File: src/rtl/data_island_packet_serializer.sv
`default_nettype none
// ============================================================================
// Module   : data_island_packet_serializer
// Brief    : Serialises one data-island packet (24-bit header + 4x56-bit
//            subpackets) into 32 cycles of 9-bit TERC4 lane data, appending
//            BCH parity on the fly. Optional packet counter: DI_PACKET_COUNT_EN.
// Revision : 1.0 - initial release
// ============================================================================
module data_island_packet_serializer #(
    parameter int COUNT_WIDTH = 16
) (
    input  logic                   clk_pixel,
    input  logic                   reset,
    input  logic                   start,
    input  logic [23:0]            header,
    input  logic [3:0][55:0]       sub,
    output logic                   in_ready,
    output logic                   packet_valid,
    output logic [8:0]             packet_data,
    output logic                   packet_done
`ifdef DI_PACKET_COUNT_EN
    ,
    output logic [COUNT_WIDTH-1:0] packet_count
`endif
);

    localparam logic [4:0] c_last_k   = 5'd31;
    localparam logic [4:0] c_hdr_bits = 5'd24;
    localparam logic [4:0] c_sub_bits = 5'd28;
    localparam logic [7:0] c_bch_poly = 8'h83;

    typedef enum logic [0:0] {
        ST_IDLE = 1'b0,
        ST_SEND = 1'b1
    } state_t;

    state_t           r_state;
    logic [4:0]       r_counter;
    logic [23:0]      r_header;
    logic [3:0][55:0] r_sub;
    logic [7:0]       r_hecc;
    logic [3:0][7:0]  r_ecc;

    logic             w_accept;
    logic             w_advance;
    logic [4:0]       w_k;
    logic [23:0]      w_hdr;
    logic [3:0][55:0] w_sub;
    logic [7:0]       w_hecc_in;
    logic [3:0][7:0]  w_ecc_in;
    logic [7:0]       w_hecc_next;
    logic [3:0][7:0]  w_ecc_next;
    logic [8:0]       w_data;

    // COUNT_WIDTH only sizes packet_count; a zero width is never legal.
    if (COUNT_WIDTH < 1) begin : g_count_width_check
        logic w_bad_count_width;
        assign w_bad_count_width = 1'b1;
    end

    function automatic logic [7:0] ecc_step(input logic [7:0] e, input logic d);
        return (e >> 1) ^ ((e[0] ^ d) ? c_bch_poly : 8'h00);
    endfunction

    // Output word for index w_k is formed one cycle early and registered. On
    // accept the word for k=0 is taken straight from the inputs with ECC = 0.
    always_comb begin
        w_accept    = start & in_ready;
        w_advance   = w_accept | ((r_state == ST_SEND) & (r_counter != c_last_k));
        w_k         = w_accept ? 5'd0 : r_counter + 5'd1;
        w_hdr       = w_accept ? header : r_header;
        w_sub       = w_accept ? sub : r_sub;
        w_hecc_in   = w_accept ? 8'h00 : r_hecc;
        w_ecc_in    = w_accept ? '0 : r_ecc;
        w_data      = '0;
        w_hecc_next = w_hecc_in;
        w_ecc_next  = w_ecc_in;

        if (w_k < c_hdr_bits) begin
            w_data[0]   = w_hdr[w_k];
            w_hecc_next = ecc_step(w_hecc_in, w_hdr[w_k]);
        end else begin
            w_data[0]   = w_hecc_in[w_k[2:0]];
        end

        for (int i = 0; i < 4; i++) begin
            if (w_k < c_sub_bits) begin
                w_data[1+i]   = w_sub[i][{w_k, 1'b0}];
                w_data[5+i]   = w_sub[i][{w_k, 1'b1}];
                w_ecc_next[i] = ecc_step(ecc_step(w_ecc_in[i], w_sub[i][{w_k, 1'b0}]),
                                         w_sub[i][{w_k, 1'b1}]);
            end else begin
                w_data[1+i]   = w_ecc_in[i][{w_k[1:0], 1'b0}];
                w_data[5+i]   = w_ecc_in[i][{w_k[1:0], 1'b1}];
            end
        end
    end

    always_ff @(posedge clk_pixel) begin
        if (reset) begin
            r_state      <= ST_IDLE;
            r_counter    <= 5'd0;
            r_header     <= '0;
            r_sub        <= '0;
            r_hecc       <= 8'h00;
            r_ecc        <= '0;
            in_ready     <= 1'b1;
            packet_valid <= 1'b0;
            packet_data  <= 9'd0;
            packet_done  <= 1'b0;
        end else if (w_advance) begin
            if (w_accept) begin
                r_header <= header;
                r_sub    <= sub;
            end
            r_state      <= ST_SEND;
            r_counter    <= w_k;
            r_hecc       <= w_hecc_next;
            r_ecc        <= w_ecc_next;
            packet_valid <= 1'b1;
            packet_data  <= w_data;
            packet_done  <= (w_k == c_last_k);
            in_ready     <= (w_k == c_last_k);
        end else begin
            r_state      <= ST_IDLE;
            packet_valid <= 1'b0;
            packet_data  <= 9'd0;
            packet_done  <= 1'b0;
            in_ready     <= 1'b1;
        end
    end

`ifdef DI_PACKET_COUNT_EN
    always_ff @(posedge clk_pixel) begin
        if (reset) begin
            packet_count <= '0;
        end else if (packet_done && (packet_count != {COUNT_WIDTH{1'b1}})) begin
            packet_count <= packet_count + 1'b1;
        end
    end
`endif

endmodule
`default_nettype wire

File: config.mk
export PLATFORM = sky130hd
export DESIGN_NAME = data_island_packet_serializer
export DESIGN_NICKNAME = d
export VERILOG_FILES = /design/src/rtl/data_island_packet_serializer.sv
export SDC_FILE = /design/constraint.sdc
export NUM_CORES = 1
export LEC_CHECK = 0
export CORE_AREA = 3 3 264 136
export DETAILED_ROUTE_END_ITERATION = 16
export DIE_AREA = 0 0 267 139
export GPL_ROUTABILITY_DRIVEN = 0
export HOLD_SLACK_MARGIN = 0.06
export MAX_ROUTING_LAYER = met4
export PLACE_DENSITY_LB_ADDON = 0.1
export SYNTH_ARGS = -nofsm -noshare
export SYNTH_HDL_FRONTEND = slang
export SYNTH_SLANG_ARGS = --single-unit
File: constraint.sdc
create_clock -name clk_pixel -period 9.99 [get_ports clk_pixel]
set_clock_uncertainty 0.1 [all_clocks]
set_input_delay 0.999 -clock clk_pixel [delete_from_list [all_inputs] [get_ports clk_pixel]]
set_output_delay 0.999 -clock clk_pixel [all_outputs]
set_load 0.02 [all_outputs]
==> flow_summary.yaml <==
floorplan:
  initial_core_util: 0.397
  rows: 48
  ioPinCount: 263
  dieWidth_um: 267
  dieArea_um2: 37100
  dieHeight_um: 139
  core_um2: 34000
synth:
  ys_ff_latch: 305
  synth_edf_count: 0
  synth_cell_types: 57
  yosysSeqAreaShare: 0.453
  synth_top_flop_cell: "dfxtp_1"
  syn_area_um2: 13500
  async_flop_share: 0
  yosys_warnings: 0
  synth_cells: 1633
  synth_nets: 1886
  synth_area_per_cell_um2: 8.26
clock_tree:
  cts_tree: "yes"
  path_clk_slew_ps: 70
  cts_buffers: 28
  clock_latency_ps: 570
  h-tree-depth: 1
  max-clock-path-buffers: 3
  clock-sinks: 305
  clockRootBuffer: "clkbuf_16"
  cts_resized: 0
  post-cts-setup-buffers: 0
  ctsHoldBuffers: 0
power_and_ir_drop:
  p_seq_frac: 0.463
  power.internal_w: 0.00213
  p_sw_frac: 0.270
  combPwrFrac: 0.165
  p_leak_nw: 6.12
  power_density_nw_per_um2: 169
  switchingPower_w: 0.000788
  vdd_drop_max_mv: 0.0714
  clkPwrFrac: 0.371
  finalPower_w: 0.00291
route:
  vias: 12000
  vias_per_cell: 5.27
  drc: 0
  drt_pass1_iterations: 5
  ant_nets: 0
  wl_um: 42600
  drtIter0Drc: 1048
  wire_per_inst_um: 18.7
critical_path:
  crit_type: "reg2reg"
  cp-start-kind: "flip-flop"
  path_buf_inv: 1
  arrival_ps: 5040
  cp_slowest_cell: "buf_4"
  cp_data_required_time_ps: 10340
  endpoint_kind: "flip-flop"
  max_stage_delay_ps: 690
  critPathTopFamily: "compound AO/OA/AOI/OAI gates"
  path_max_fanout: 42
  path_cells: "ha_4 > buf_4 > mux4_2 > a21boi_1 > o31ai_1 > nand2_1 > and3_1 > xnor3_2 > mux2i_1 > a2111oi_2"
global_routing:
  grt_overflow: 0
  grt_usage: 0.232
  grt_max_degree: 192
  first_global_vias: 11700
  grt_pass1_wl_um: 66400
  antenna_found_initial: 3
timing:
  slew_violations: 0
  rsz0062_at_grt: "no"
  whs_ps: 350
  slew_headroom: 0.233
  max_freq_mhz: 213
  tns_ps: 0
  fin_crit_sh: 0.470
  final.min_clock_period_ps: 4700
  worst_pin_slew_ps: 1150
  final-hold-violation-count: 0
  setup_violations: 0
placement:
  io_buffers: 262
  dp_hpwl_um: 29100
outcome:
  status: "completed"
cells_and_area:
  final_cell_mix: "nand2_1, dfxtp_1, a21oi_1"
  nFillCells: 3274
  nets: 2061
  final_common_cell: "nand2_1"
  drive_gt1_frac: 0.0705
  syn_to_final_growth_pct: 27.6
min_path:
  min_path_type: "reg2reg"
run:
  max-cap-violations: 0
-- final timing paths --
check,start,endpoint,slack [ps],cells after the start
worst max-delay path,r_counter[0],r_ecc[1],5290,10
worst min-delay path,r_sub[133],r_sub[133],350,2
worst max register to register,r_counter[0],r_ecc[1],5290,10
worst min register to register,r_sub[133],r_sub[133],350,2
-- flip-flops by register name, indices dropped and copies added, names as in the netlist --
register and flops:
in_ready 1, packet_data 9, packet_done 1, r_counter 5
r_ecc 32, r_header 24, r_hecc 8, r_state 1
r_sub 224
-- routing by layer --
layer	GRT usage	part of all wire	vias to the layer above	wire (um)
met5	-	0	-	0
met4	0.0495	0.021	0	882
met3	0.0410	0.055	48	2340
met2	0.327	0.43	307	18100
met1	0.344	0.50	5764	21200
li1	-	-	5897	-
-- area by class of cell --
cell class	instances	area, um^2	share of cell area
clock buffer	43	827	0.0481
clock inverter	9	92.6	0.00538
multi-input combinational	1195	6860	0.398
inverter	4	15.0	0.000872
antenna	2	5.00	0.000291
sequential	305	6110	0.355
tap	450	563	0.0327
timing repair buffer	274	2740	0.159
-- tightest hold or removal path, cell delays in order, from the launching register on --
cell	delay [ps]
dfxtp_1	310
nand2_1	50
a21oi_1	50
-- power by group through the flow --
stage	registers [W]	logic [W]	clock network (W)
after floorplan	0.00136	0.000297	0
after global placement	0.00137	0.000478	0
after detailed placement	0.00138	0.000482	0
after CTS	0.00135	0.000484	0.00110
after global routing	0.00136	0.000529	0.00115
final	0.00135	0.000482	0.00108
-- synthesized netlist by cell type, types with 3 or more instances --
cell,n,share of area
o22ai_1,10,0.0046
a21boi_0,6,0.0033
a21boi_1,3,0.0017
o31ai_1,3,0.0017
mux4_2,58,0.097
o21ai_1,10,0.0037
buf_2,11,0.0041
xnor2_1,23,0.015
nor2_1,43,0.012
nand3_1,23,0.0085
mux2i_1,26,0.019
buf_4,10,0.0056
and3_1,3,0.0014
a21oi_1,300,0.11
a21o_1,5,0.0028
a31oi_1,5,0.0023
a211oi_1,11,0.0061
o221ai_1,4,0.0026
and2_1,4,0.0019
o211ai_1,5,0.0028
xor2_1,8,0.0052
nand2_1,575,0.16
buf_1,7,0.0019
dfxtp_1,305,0.45
nor3_1,4,0.0015
nand2b_1,8,0.0037
buf_6,3,0.0025
clkbuf_1,98,0.027
o21ai_0,17,0.0063
nor2b_1,7,0.0032
a221oi_1,3,0.0019
inv_1,3,0.00083
-- per-stage QoR --
step / setup slack (ps) / instance area (um^2) / util / std cells
6_report: 5290 / 17200 / 0.506 / 2282
5_1_grt: 4940 / 17200 / 0.506 / 2282
4_1_cts: 5250 / 17200 / 0.506 / 2280
3_5_place_dp: 4800 / 16300 / 0.479 / 2228
3_3_place_gp: 4850 / 16300 / 0.479 / 2228
2_1_floorplan: 6330 / 13500 / - / 1633
-- logic make-up after synthesis --
kind of cell | share of synthesized area
AND/OR/NAND/NOR | 0.196
buffers and inverters | 0.0425
adder cells (fa/ha/maj) | 0.00185
AO/OA/AOI/OAI | 0.162
XOR/XNOR | 0.0251
flip-flops | 0.453
multiplexers | 0.119
No activity file was read; power rests on OpenSTA's default activity.
